**src/rtl/gray_ptr_sync_pkg.sv**
```systemverilog
// Shared helpers for Gray-coded FIFO pointer synchronizers.
// Functions work on a 32-bit word; callers zero-extend narrower pointers.
package fifo_sync_pkg;

  localparam int SYNC_STAGES_MIN = 2;
  localparam int SYNC_STAGES_MAX = 4;
  localparam int PTR_W_MAX       = 32;

  typedef logic [PTR_W_MAX-1:0] ptr_word_t;

  // Leading zeros from zero-extension leave the prefix XOR unaffected.
  function automatic ptr_word_t gray2bin(input ptr_word_t g);
    ptr_word_t b;
    b[PTR_W_MAX-1] = g[PTR_W_MAX-1];
    for (int i = PTR_W_MAX - 2; i >= 0; i--) begin
      b[i] = b[i+1] ^ g[i];
    end
    return b;
  endfunction

  function automatic ptr_word_t bin2gray(input ptr_word_t b);
    return b ^ (b >> 1);
  endfunction

  function automatic logic popcount_gt1(input ptr_word_t v);
    return (v & (v - ptr_word_t'(1))) != '0;
  endfunction

endpackage

```
**src/rtl/gray_ptr_sync_if.sv**
```systemverilog
// Pointer-sync bundle: source side drives din/err_clr, the synchronizer drives the rest.
interface gray_ptr_sync_if #(
  parameter int W = 3
);
  logic [W-1:0] din;
  logic         err_clr;
  logic [W-1:0] dout;
  logic [W-1:0] dout_bin;
  logic         valid;
  logic         advance;
  logic [W-1:0] delta;
  logic         err;

  modport master (
    output din, err_clr,
    input  dout, dout_bin, valid, advance, delta, err
  );

  modport slave (
    input  din, err_clr,
    output dout, dout_bin, valid, advance, delta, err
  );
endinterface

```
**src/rtl/gray_ptr_sync_sync_chain.sv**
```systemverilog
// Plain metastability flop chain; q is the last stage, STAGES edges after d.
// Usable for multi-bit Gray pointers or single-bit control signals.
module sync_chain #(
  parameter int WIDTH  = 1,
  parameter int STAGES = 2
) (
  input  logic             clk,
  input  logic             rst,
  input  logic [WIDTH-1:0] d,
  output logic [WIDTH-1:0] q
);
  logic [WIDTH-1:0] s [STAGES];

  always_ff @(posedge clk or posedge rst) begin
    if (rst) begin
      for (int i = 0; i < STAGES; i++) begin
        s[i] <= '0;
      end
    end else begin
      s[0] <= d;
      for (int i = 1; i < STAGES; i++) begin
        s[i] <= s[i-1];
      end
    end
  end

  assign q = s[STAGES-1];
endmodule

```
**src/rtl/gray_ptr_sync.sv**
```systemverilog
// Gray pointer synchronizer: chain, binary decode, advance/delta and sticky illegal-step flag.
// dout lags din by SYNC_STAGES-1 edges after capture; decoded outputs lag one edge more.
module gray_ptr_sync
  import fifo_sync_pkg::*;
#(
  parameter int FIFO_addr_size = 2,
  parameter int SYNC_STAGES    = 2
) (
  input  logic            clk,
  input  logic            rst,
  gray_ptr_sync_if.slave  bus
);
  localparam int W     = FIFO_addr_size + 1;
  localparam int CNT_W = $clog2(SYNC_STAGES_MAX + 1);

  generate
    if (SYNC_STAGES < SYNC_STAGES_MIN || SYNC_STAGES > SYNC_STAGES_MAX) begin : g_bad_depth
      $error("gray_ptr_sync: SYNC_STAGES must be within 2..4");
    end
  endgenerate

  logic [W-1:0]     sync_q;
  logic [W-1:0]     prev_gray;
  logic [W-1:0]     dout_bin_q;
  logic [W-1:0]     delta_q;
  logic [CNT_W-1:0] prime_cnt;
  logic             valid_q;
  logic             advance_q;
  logic             err_q;

  logic [W-1:0]     cur_bin;
  logic [W-1:0]     prev_bin;
  logic             chg;
  logic             illegal;
  logic             primed;

  sync_chain #(
    .WIDTH  (W),
    .STAGES (SYNC_STAGES)
  ) u_chain (
    .clk (clk),
    .rst (rst),
    .d   (bus.din),
    .q   (sync_q)
  );

  always_comb begin
    cur_bin  = W'(gray2bin(PTR_W_MAX'(sync_q)));
    prev_bin = W'(gray2bin(PTR_W_MAX'(prev_gray)));
    chg      = (sync_q != prev_gray);
    illegal  = valid_q && popcount_gt1(PTR_W_MAX'(sync_q ^ prev_gray));
    primed   = (prime_cnt == CNT_W'(SYNC_STAGES));
  end

  always_ff @(posedge clk or posedge rst) begin
    if (rst) begin
      prime_cnt <= '0;
      valid_q   <= 1'b0;
    end else begin
      if (!primed) begin
        prime_cnt <= prime_cnt + CNT_W'(1);
      end
      valid_q <= primed;
    end
  end

  // Until primed, prev_gray just tracks the chain so a nonzero pointer at
  // reset release is absorbed silently instead of looking like a jump.
  always_ff @(posedge clk or posedge rst) begin
    if (rst) begin
      prev_gray  <= '0;
      dout_bin_q <= '0;
      advance_q  <= 1'b0;
      delta_q    <= '0;
    end else begin
      prev_gray  <= sync_q;
      dout_bin_q <= cur_bin;
      if (valid_q && chg) begin
        advance_q <= 1'b1;
        delta_q   <= cur_bin - prev_bin;
      end else begin
        advance_q <= 1'b0;
        delta_q   <= '0;
      end
    end
  end

  // A new illegal step outranks a simultaneous clear.
  always_ff @(posedge clk or posedge rst) begin
    if (rst) begin
      err_q <= 1'b0;
    end else if (illegal) begin
      err_q <= 1'b1;
    end else if (bus.err_clr) begin
      err_q <= 1'b0;
    end
  end

  assign bus.dout     = sync_q;
  assign bus.dout_bin = dout_bin_q;
  assign bus.valid    = valid_q;
  assign bus.advance  = advance_q;
  assign bus.delta    = delta_q;
  assign bus.err      = err_q;
endmodule
```
**src/flat_wrapper.sv**
```systemverilog
// flat-port wrapper written by rule: the top's interface ports become plain ports
module gray_ptr_sync_flat import fifo_sync_pkg::*;
#(
  parameter int FIFO_addr_size = 2,
  parameter int SYNC_STAGES    = 2
)
  (clk, rst, bus_din, bus_err_clr, bus_dout, bus_dout_bin, bus_valid, bus_advance, bus_delta, bus_err);
  gray_ptr_sync_if bus_i ();
  input  logic clk;
  input  logic rst;
  input wire logic [$bits(bus_i.din)-1:0] bus_din;
  input wire logic [$bits(bus_i.err_clr)-1:0] bus_err_clr;
  output wire logic [$bits(bus_i.dout)-1:0] bus_dout;
  output wire logic [$bits(bus_i.dout_bin)-1:0] bus_dout_bin;
  output wire logic [$bits(bus_i.valid)-1:0] bus_valid;
  output wire logic [$bits(bus_i.advance)-1:0] bus_advance;
  output wire logic [$bits(bus_i.delta)-1:0] bus_delta;
  output wire logic [$bits(bus_i.err)-1:0] bus_err;
  assign bus_i.din = bus_din;
  assign bus_i.err_clr = bus_err_clr;
  assign bus_dout = bus_i.dout;
  assign bus_dout_bin = bus_i.dout_bin;
  assign bus_valid = bus_i.valid;
  assign bus_advance = bus_i.advance;
  assign bus_delta = bus_i.delta;
  assign bus_err = bus_i.err;
  gray_ptr_sync #(.FIFO_addr_size(FIFO_addr_size), .SYNC_STAGES(SYNC_STAGES)) u_core (.clk(clk), .rst(rst), .bus(bus_i));
endmodule
```
**config.mk**
```make
export PLATFORM = sky130hd
export DESIGN_NAME = gray_ptr_sync_flat
export DESIGN_NICKNAME = d
export VERILOG_FILES = /design/src/rtl/gray_ptr_sync_pkg.sv /design/src/rtl/gray_ptr_sync_if.sv /design/src/rtl/gray_ptr_sync_sync_chain.sv /design/src/rtl/gray_ptr_sync.sv /design/src/flat_wrapper.sv
export SDC_FILE = /design/constraint.sdc
export NUM_CORES = 1
export LEC_CHECK = 0
export BUFFER_PORTS_ARGS = -buffer_cell sky130_fd_sc_hd__buf_2
export CAP_MARGIN = 20
export CORE_UTILIZATION = 45
export CTS_CLUSTER_DIAMETER = 100
export CTS_CLUSTER_SIZE = 8
export DETAILED_ROUTE_END_ITERATION = 8
export PLACE_DENSITY = 0.71
export RECOVER_POWER = 25
export SLEW_MARGIN = 20
export SYNTH_ARGS = -nofsm -noshare
export SYNTH_HDL_FRONTEND = slang
export SYNTH_SLANG_ARGS = --single-unit
export TNS_END_PERCENT = 10
```
**constraint.sdc**
```tcl
create_clock -name clk -period 1.6 [get_ports clk]
set_input_delay 0.16 -clock clk [delete_from_list [all_inputs] [get_ports clk]]
set_output_delay 0.16 -clock clk [all_outputs]
set_load 0.1 [all_outputs]
```
After elaboration in Yosys (flattened, before gate mapping)
Index checks and enable logic that the tools add are counted.
Operators by class
  reductions and logical operators: 4
  divide/modulo/power cells: 0
  order comparisons: 0
  bitwise operators: 6
  shifts and indexed selects: 0
  add/subtract/negate cells: 3
  multiply operators: 0
  mux-type cells: 4
  equal/unequal tests: 2
Operators by type and width (count)
  $and 32x32->32: 1
  $reduce_bool 32->1: 1
  $sub 32x1->32 const B: 1
  $xor 1x1->1: 4
  $add 3x1->3 const B: 1
  $eq 3x2->1 const B: 1
  $mux 1: 3
  $mux 3: 1
  $ne 3x3->1: 1
  $sub 3x3->3: 1
  $xor 3x3->3: 1
  $logic_and 1x1->1: 2
  $reduce_bool 2->1: 1
Storage, ports and cells
  latch bits: 0
  output and inout bits: 12
  bits of input ports: 6
  memory bits (writable): 0
  bits in registers: 21
  memory bits (read-only): 0
  memories: 0

Logic depth before layout (Yosys ltp)
Gate-level depths: netlist of the first run.
  depth after elaboration: 6
  gate-level depth with buffers: 7

Hierarchy
Synthesis of the first run repeated with hierarchy kept, for this count alone.
Second synthesis, totals
  cells, all modules: 58
  area total of the unflattened synthesis: 765.7 µm²
Modules (own cells, without submodules)
  gray_ptr_sync: cells an instance 48, instances 1, area each 589.3 µm²
  sync_chain: cells an instance 10, instances 1, area each 176.4 µm²

Worst setup path after synthesis of the first run
OpenSTA, ideal clock, no wires.
  kind: register to register
  from: register u_core.u_chain.s, in the netlist u_core.u_chain.q[2]
  to: register u_core.delta_q[2] (netlist: u_core.bus.delta[2])
  data arrival time: 1663 ps
  stages on the path, launching flop included: 8
  required time: 1463 ps
  setup slack: -199 ps
  library setup time: 137 ps
  period minus slack after synthesis: 1799 ps
  cells stage by stage: dfrtp_1 -> xnor2_1 -> inv_1 -> xnor2_1 -> ha_1 -> fa_1 -> xnor2_1 -> nor2_1
Between the ends
  word-level cells in the longest chain between the ends: 4
RTL lines
  start: declaration: line gray_ptr_sync_sync_chain.sv:12  | logic [WIDTH-1:0] s [STAGES];
  start signal: indexed assignment: line gray_ptr_sync_sync_chain.sv:22  | s[i] <= s[i-1];
  $xor 1x1->1 (*): line gray_ptr_sync_pkg.sv:16  | b[i] = b[i+1] ^ g[i];
  net u_core.cur_bin[1]: line gray_ptr_sync.sv:31  | logic [W-1:0] cur_bin;
  $xor 1x1->1: line gray_ptr_sync_pkg.sv:16
  $sub 3x3->3 (*): line gray_ptr_sync.sv:80  | delta_q <= cur_bin - prev_bin;
  $mux 3 (*): line gray_ptr_sync.sv:78  | if (valid_q && chg) begin
  end signal: assignment: line gray_ptr_sync.sv:80
  end: declaration: line gray_ptr_sync.sv:25  | logic [W-1:0] delta_q;
The timed path passes the listed nets; every way through them passes the cells marked *.
A chain may end at the register's enable or synchronous reset.

Worst setup path in the final report of the first run
  from: register u_core.u_chain.s, in the netlist u_core.u_chain.q[2]
  to: register u_core.delta_q[1] (netlist: u_core.bus.delta[1])
The elaborated chain is that of the path after synthesis.

==> out/metrics.yaml, run 1 <==
critPathBufInv: 1
fin_crit_sh: 1.07
design.core.area_um2: 1540
slew_viol_final: 0
vias: 458
antenna_found_initial: 0
yosys.area.top_type: "dfrtp_1"
fmax_mhz: 585
synth_seq_area_share: 0.653
gp_congestion: 0.642
total_power_mw: 1.29
die_width_um: 43.3
tightest_slew_ps: 544
finalSetupViolations: 2
crit_chain: "xnor2_2 -> inv_2 -> xnor2_2 -> ha_2 -> fa_2 -> nor2_2"
placedCellCount: 90
crit_family: "adder cells"
grt_overflow_total: 0
yosys.area_share.xor_xnor: 0.113
powerDensity_nw_per_um2: 1290
synth_compound_area_frac: 0.0277
yosysMostFrequentCell: "dfrtp_1"
ys_seq_elements: 20
max_slew_margin: 0.634
cts.sinks: 20
stdcell_area_um2: 1000
rsz0062_at_grt: "yes"
io_pins: 18
clock_latency_ps: 290
synthAdderAreaFrac: 0.0897
cts_tree: "yes"
die_h_um: 43.3
synth_ff_type: "dfrtp_1"
path_max_fanout: 2
slowest_delay_ps: 520
synth_simple_gate_area_share: 0.0359
first_pass_iters: 4
arrival_ps: 1880
synthTopCellsByCount: "dfrtp_1 (20), inv_1 (6), buf_4 (4), xnor2_1 (4), xor2_1 (4)"
min_path_cells: 3
die-area_um2: 1870
crit_top_cell: "xnor2_2"
drt_iter0_markers: 5
status: "complete, but fails checks"
grt_pass1_wl_um: 1900
numCtsBuffers: 3
avgSynthCellArea_um2: 14.2
ff2ff_path_depth: 6
yosys_warnings: 0
drc: 0
reg2reg_slack_ps: -110
fin_cells: 100
clk_pin_slew_worst_paths_ps: 100
cts-root-buf: "clkbuf_4"
clockBufferDepth: 2
wl_per_cell_um: 10.3
worstPathRequired_ps: 1770
ctsHtreeMaxLevel: 1
vdd_ir_drop_max_mv: 0.856
cap_violations: 0
min_period_ps: 1710
place_area_um2: 916
synth.top_cell.area_share: 0.653
synth_edf_count: 0
grt_max_degree: 13
grt_pass1_vias: 493
netlist_area_um2: 767
cp_slowest_cell: "fa_2"
critPathLaunchType: "flip-flop"
crit_cells: 6
hold_path.class: "input port to flip-flop"
skew_ps: 3.79
drive_gt1_frac: 0.452
start_util: 0.498
synthTopCellsByArea: "dfrtp_1 (65%), ha_1 (4.9%), xnor2_1 (4.6%)"
routed_via_density: 4.58
synthMuxAreaShare: 0.0131
nets: 95
p_leak_nw: 0.486
ant_nets: 0
worst-setup-path-type: "flip-flop to flip-flop"
hold_viol: 0
finalWirelength_um: 1030
synthDistinctLibCells: 17
area_growth_pct: 30.8
violations: "negative setup slack"
synthCells: 54
grt_use_total: 0.143
io_buffers: 17
std_cell_rows: 14
synth_top_family_by_area: "XOR/XNOR gates"
critPathCaptureType: "flip-flop"
n_antenna_cell: 0
synth_nets: 64
worst_slack_ps: -109
dp_hpwl_um: 761
async_reset_ff_frac: 1.00
fin_tns_setup_ps: -186
## cell usage in the layout (no fill, tap or decap), types with 2 or more instances in the layout
cell | Yosys | layout
buf_2 | 0 | 17
buf_4 | 4 | 8
clkbuf_1 | 0 | 2
clkbuf_4 | 0 | 3
dfrtp_1 | 20 | 19
dlygate4sd3_1 | 0 | 4
ha_1 | 3 | 2
inv_1 | 6 | 5
nor2_1 | 3 | 2
xnor2_1 | 4 | 2
xnor2_2 | 0 | 2
xor2_1 | 4 | 3
xor2_2 | 1 | 2
## where the power goes
group	switching (mW)	internal, mW
Clock	0.134	0.0968
Sequential	0.0166	0.552
Combinational	0.388	0.104
## stage by stage
step | worst slack (ps) | util | hold WS [ps]
global placement | -41.5 | 0.594 | 170
global route | -170 | 0.651 | 178
CTS | -86.6 | 0.642 | 154
finish | -109 | 0.651 | 159
floorplan | -115 | - | 124
detailed placement | -81.5 | 0.594 | 177
## routing by layer
metal,global-route usage,vias up,share of wire
li1,-,225,-
met1,0.151,217,0.40
met2,0.245,14,0.54
met3,0.0511,2,0.042
met4,0.0727,0,0.011
met5,0,-,0
## final timing paths
check	from	to
max	u_core.u_chain.q[2]$_DFF_PP0_	u_core.bus.delta[1]$_DFF_PP0_
max in group asynchronous	rst	u_core.prime_cnt[2]$_DFFE_PP0N_
max reg2reg	u_core.u_chain.q[2]$_DFF_PP0_	u_core.bus.delta[1]$_DFF_PP0_
min	bus_err_clr	u_core.bus.err$_DFFE_PP0P_
min reg2reg	u_core.u_chain.s[5]$_DFF_PP0_	u_core.u_chain.q[2]$_DFF_PP0_
min in group asynchronous	rst	u_core.u_chain.s[5]$_DFF_PP0_
## logic make-up (layout without fill, tap and decap cells)
group / after synthesis / in the layout
buf+inv: 10 / 40
fa+ha+maj: 5 / 5
xor+xnor: 9 / 9
flops: 20 / 20
compound gates: 3 / 3
simple gates: 6 / 6
mux: 1 / 1
## layout make-up
type	count	area, um2
Clock buffer	4	26.3
Timing Repair Buffer	30	189
Multi-Input combinational cell	24	244
Tap cell	16	20.0
Sequential cell	20	502
Inverter	6	22.5
Fill cell	119	538
## state kept, by name, summed over array words and instances, names as in the netlist
signal / flops
u_core.prime_cnt: 3
u_core.u_chain.q: 3
u_core.bus.valid: 1
u_core.u_chain.s: 3
u_core.prev_gray: 2
u_core.bus.delta: 3
u_core.bus.advance: 1
u_core.bus.dout_bin: 3
u_core.bus.err: 1
## tightest hold or removal path, stage by stage
cell	delay [ps]
buf_2	90
inv_1	40
a22o_1	120
## what timing repair did
item	4_1_cts	5_1_grt
endpoints found under the hold margin	14	0
setup endpoints to repair	2	2
setup buffers	1	1
gates cloned	0	0
resized for setup	0	2
hold buffers	4	0
pin swaps	1	3
No activity file was read; power rests on OpenSTA's default activity.
==> run 2: changes to the inputs <==
--- a/config.mk
+++ b/config.mk
@@ -16,5 +16,6 @@
 export SLEW_MARGIN = 20
 export SYNTH_ARGS = -nofsm -noshare
 export SYNTH_HDL_FRONTEND = slang
+export SYNTH_HIERARCHICAL = 1
 export SYNTH_SLANG_ARGS = --single-unit
 export TNS_END_PERCENT = 10
==> run 2 against run 1 <==
The run still ends with negative setup slack left; sequential share of layout area shrank 2.6 points; power is 13% higher; non-clock buffer count grew 2; maximum frequency down 0.63%; final area increased by 5.7%; register-to-register slack is essentially flat; die area fell by 0.16%.
==> out/metrics.yaml, run 2 <==
critPathCaptureType: "flip-flop"
grt_pass1_wl_um: 1990
hold_end: "u_core/bus.err$_DFFE_PP0P_"
final_common_cell: "dfrtp_1"
die-area_um2: 1870
slowest_delay_ps: 460
max_slew_margin: 0.644
crit_family: "adder cells"
avgSynthCellArea_um2: 13.2
nets: 101
ant_nets: 0
reg2reg_slack_ps: -120
layout.cells.most_common_list: "dfrtp_1 (18), buf_2 (16), buf_4 (10), inv_1 (6), xor2_1 (5)"
yosys_warnings: 6
worstPathRequired_ps: 1820
cts_tree: "yes"
numCtsBuffers: 3
min_path_cells: 2
cts-root-buf: "clkbuf_4"
violations: "negative setup slack"
yosysMostFrequentCell: "dfrtp_1"
powerDensity_nw_per_um2: 1380
synth.top_cell.area_share: 0.654
drc: 0
die_width_um: 43.3
stdcell_area_um2: 1060
finalSetupViolations: 2
path_max_fanout: 2
vdd_ir_drop_max_mv: 0.789
hp-start: "bus_err_clr"
grt_max_degree: 15
drive_gt1_frac: 0.467
place_area_um2: 925
fin_tns_setup_ps: -210
synthCells: 58
rsz0062_at_grt: "yes"
skew_ps: 6.97
ff2ff_path_depth: 7
n_antenna_cell: 0
yosys.area.top_type: "dfrtp_1"
synthTopCellsByCount: "dfrtp_1 (20), inv_1 (7), xor2_1 (5), buf_4 (4)"
fin_crit_sh: 1.07
critPathLaunchType: "flip-flop"
synthDistinctLibCells: 17
synth_ff_type: "dfrtp_1"
design.core.area_um2: 1540
antenna_found_initial: 0
vias: 487
clock_latency_ps: 290
synth_nets: 68
first_pass_iters: 4
arrival_ps: 1940
grt_overflow_total: 0
tightest_slew_ps: 533
status: "complete, but fails checks"
place_ws_ps: -138
grt_pass1_vias: 511
dp_hpwl_um: 784
std_cell_rows: 14
reg2reg_from: "u_core/u_chain/q[1]$_DFF_PP0_"
gp_congestion: 0.734
crit_chain: "xnor2_4 -> inv_2 -> xnor2_2 -> ha_2 -> fa_2 -> buf_6 -> o22ai_2"
cap_violations: 0
area_growth_pct: 38.6
worst-setup-path-type: "flip-flop to flip-flop"
crit_cells: 7
synth_edf_count: 0
async_reset_ff_frac: 1.00
synth_seq_area_share: 0.654
critPathBufInv: 2
netlist_area_um2: 766
cp_slowest_cell: "dfrtp_2"
die_h_um: 43.3
ys_seq_elements: 20
min_period_ps: 1720
clockBufferDepth: 2
hold_viol: 0
wl_per_cell_um: 10.9
io_buffers: 17
worst_slack_ps: -120
io_pins: 18
synthTopCellsByArea: "dfrtp_1 (65%), xor2_1 (5.7%), ha_1 (4.9%)"
slew_viol_final: 0
finalWirelength_um: 1150
fmax_mhz: 581
routed_via_density: 4.59
grt_use_total: 0.150
start_util: 0.497
cts.sinks: 20
p_leak_nw: 0.529
hold_path.class: "input port to flip-flop"
ctsHtreeMaxLevel: 1
r2r_end: "u_core/bus.delta[2]$_DFF_PP0_"
drt_iter0_markers: 1
clk_pin_slew_worst_paths_ps: 110
-- run 2: cell type report --
cell class	count	area [um2]
clock buffer	3	22.5
timing repair buffer	32	210
fill	119	480
tap	16	20.0
inverter	8	30.0
multi-input combinational	26	245
sequential	20	503
clock inverter	1	30.0
-- run 2: cells by family after synthesis --
kind of cell	Yosys count	share of synthesized area
xor+xnor	8	0.0915
mux	1	0.0147
simple gates	7	0.0409
fa+ha+maj	4	0.0752
compound gates	6	0.0457
flops	20	0.654
buf+inv	12	0.0784
-- run 2: per-layer routing --
metal | share of wire | wire length (um) | vias to the layer above | track usage
met4 | 0.0052 | 6 | 0 | 0.0545
met1 | 0.36 | 417 | 235 | 0.149
met5 | 0 | 0 | - | 0
met3 | 0.038 | 44 | 2 | 0.0383
li1 | - | - | 237 | -
met2 | 0.59 | 685 | 13 | 0.290
-- run 2: repair_timing --
action / in CTS / in global routing
buffers inserted: 3 / 1
gates resized for setup: 2 / 4
hold buffers: 4 / 0
hold endpoints to repair: 23 / 0
setup endpoints to repair: 2 / 2
pin swaps: 7 / 4
-- run 2: how the worst max path moves through the flow --
stage                                             start                             to
after global placement    u_core/u_chain/q[1]$_DFF_PP0_  u_core/bus.delta[2]$_DFF_PP0_
after floorplan           u_core/u_chain/q[1]$_DFF_PP0_  u_core/bus.delta[2]$_DFF_PP0_
after global routing      u_core/u_chain/q[1]$_DFF_PP0_  u_core/bus.delta[2]$_DFF_PP0_
after detailed placement  u_core/u_chain/q[1]$_DFF_PP0_  u_core/bus.delta[2]$_DFF_PP0_
final                     u_core/u_chain/q[1]$_DFF_PP0_  u_core/bus.delta[2]$_DFF_PP0_
after CTS                 u_core/u_chain/q[2]$_DFF_PP0_  u_core/bus.delta[2]$_DFF_PP0_
-- run 2: power by group --
group / internal, mW / switching (mW)
Combinational: 0.117 / 0.385
Clock: 0.253 / 0.142
Sequential: 0.551 / 0.0172
-- run 2: metrics by stage --
step | power (mW) | cells | utilization | hold WS [ps]
after global placement | 1.04 | 94 | 0.600 | 82.2
after detailed placement | 1.04 | 94 | 0.600 | 88.8
after floorplan | 0.975 | 58 | - | -49.0
after global routing | 1.53 | 106 | 0.688 | 55.6
after CTS | 1.47 | 105 | 0.679 | 60.4
final | 1.46 | 106 | 0.688 | 67.2
==> run 3: changes to the inputs <==
--- a/config.mk
+++ b/config.mk
@@ -11,6 +11,7 @@
 export CTS_CLUSTER_DIAMETER = 100
 export CTS_CLUSTER_SIZE = 8
 export DETAILED_ROUTE_END_ITERATION = 8
+export GPL_TIMING_DRIVEN = 0
 export PLACE_DENSITY = 0.71
 export RECOVER_POWER = 25
 export SLEW_MARGIN = 20
==> run 3 against run 2 <==
Non-clock buffer count fell by 4; the flow still finishes with violations (negative setup slack); core utilization down 2.7 points; sequential power hardly changed; via count decreased by 1.0%; count of clock-buffer cells in the layout rose by 1; clock skew is 4.1 ps lower; power is 9.0% lower; worst hold slack worse by 31 ps; critical path depth up 1; maximum frequency rose by 0.54%; flip-flop and latch count stayed put; cell count decreased by 3.8%.
==> out/metrics.yaml, run 3 (synthesis gave the netlist of run 2 again) <==
ctsHtreeMaxLevel: 1
die-area_um2: 1870
grt_overflow_total: 0
vdd_ir_drop_max_mv: 0.727
grt_pass1_wl_um: 1900
worstPathRequired_ps: 1770
first_pass_iters: 3
fin_cells: 102
clockPowerShare: 0.209
drive_gt1_frac: 0.465
critPathCaptureType: "flip-flop"
gp_congestion: 0.725
dp_hpwl_um: 827
worst_slack_ps: -110
status: "complete, but fails checks"
violations: "negative setup slack"
path_max_fanout: 3
numCtsBuffers: 3
cts_tree: "yes"
grt_max_degree: 15
design.core.area_um2: 1540
cts-root-buf: "clkbuf_4"
drt_iter0_markers: 3
p_leak_nw: 0.506
hold_path.class: "input port to flip-flop"
fmax_mhz: 585
placedCellCount: 91
wl_per_cell_um: 10.6
grt_pass1_vias: 494
intPower_mw: 0.795
min_period_ps: 1710
n_antenna_cell: 0
finalSetupViolations: 2
slew_viol_final: 0
grt_use_total: 0.142
fin_crit_sh: 1.07
io_pins: 18
rsz0062_at_grt: "yes"
final_common_cell: "dfrtp_1"
antenna_found_initial: 0
hold_viol: 0
vias: 482
std_cell_rows: 14
area_growth_pct: 33.2
clock_latency_ps: 290
drc: 0
switching_share: 0.403
cts.sinks: 20
die_h_um: 43.3
clockBufferDepth: 2
clk_pin_slew_worst_paths_ps: 100
p_sw_mw: 0.537
routed_via_density: 4.73
sequentialPowerShare: 0.427
ant_nets: 0
powerDensity_nw_per_um2: 1310
tightest_slew_ps: 522
finalWirelength_um: 1080
die_width_um: 43.3
arrival_ps: 1880
nets: 97
layout.cells.most_common_list: "dfrtp_1 (18), buf_2 (17), buf_4 (7), inv_1 (6)"
start_util: 0.497
max_slew_margin: 0.652
critPathLaunchType: "flip-flop"
worst-setup-path-type: "flip-flop to flip-flop"
pwr-share-comb: 0.363
io_buffers: 17
cap_violations: 0
place_ws_ps: -266
skew_ps: 2.92
==> run 3: worst paths after layout <==
| kind | start | endpoint | slack (ps) | cells past startpoint |
|---|---|---|---|---|
| setup / recovery | u_core/u_chain/q[1]$_DFF_PP0_ | u_core/bus.delta[2]$_DFF_PP0_ | -110 | 8 |
| hold / removal | bus_err_clr | u_core/bus.err$_DFFE_PP0P_ | 40 | 2 |
| setup reg to reg | u_core/u_chain/q[1]$_DFF_PP0_ | u_core/bus.delta[2]$_DFF_PP0_ | -110 | 8 |
| hold reg to reg | u_core/u_chain/s[4]$_DFF_PP0_ | u_core/u_chain/q[1]$_DFF_PP0_ | 360 | 0 |
| max in group asynchronous | rst | u_core/bus.err$_DFFE_PP0P_ | 800 | 3 |
| min in group asynchronous | rst | u_core/u_chain/s[4]$_DFF_PP0_ | 320 | 3 |
==> run 3: repair_timing <==
action,4_1_cts,5_1_grt
pin swaps,6,6
hold buffers,4,0
setup endpoints to repair,2,2
endpoints found under the hold margin,23,0
resized for setup,5,1
setup buffers,4,1
==> run 3: final cells by class <==
cell class | instances | area [um2]
Fill cell | 127 | 522
Buffer | 2 | 15.0
Timing Repair Buffer | 26 | 163
Sequential cell | 20 | 503
Multi-Input combinational cell | 26 | 253
Inverter | 8 | 30.0
Tap cell | 16 | 20.0
Clock buffer | 4 | 36.3
==> run 3: metrics by stage <==
step                      hold WS [ps]  utilization  cell area, um2  TNS (ps)  power [mW]
after global placement            83.7        0.601             927      -417        1.04
after global routing              20.7        0.662            1020      -386        1.40
after floorplan                  -49.0            -             822      -424       0.975
after detailed placement          85.1        0.601             927      -467        1.04
final                             36.5        0.662            1020      -201        1.33
after CTS                         22.7        0.653            1010      -346        1.34
==> run 3: power groups by stage <==
stage          clock [mW]  combinational [mW]  sequential (mW)
6_report            0.279               0.484            0.569
4_1_cts             0.292               0.481            0.571
3_5_place_dp            0               0.465            0.576
3_3_place_gp            0               0.461            0.575
5_1_grt             0.315               0.508            0.574
2_1_floorplan           0               0.139            0.835
==> run 3: critical path, cell delays in order, from the launching register on <==
cell     delay (ps)
dfrtp_2         470
xnor2_4         180
inv_2            70
xnor2_2         140
ha_2            180
fa_2            360
inv_2            60
or2_4           100
o22ai_2          50
==> run 3: metal layers <==
layer	vias to the layer above	track usage	wire (um)
met1	237	0.136	396
li1	230	-	-
met3	2	0.0383	49
met4	0	0.0545	14
met5	-	0	0
met2	13	0.278	621
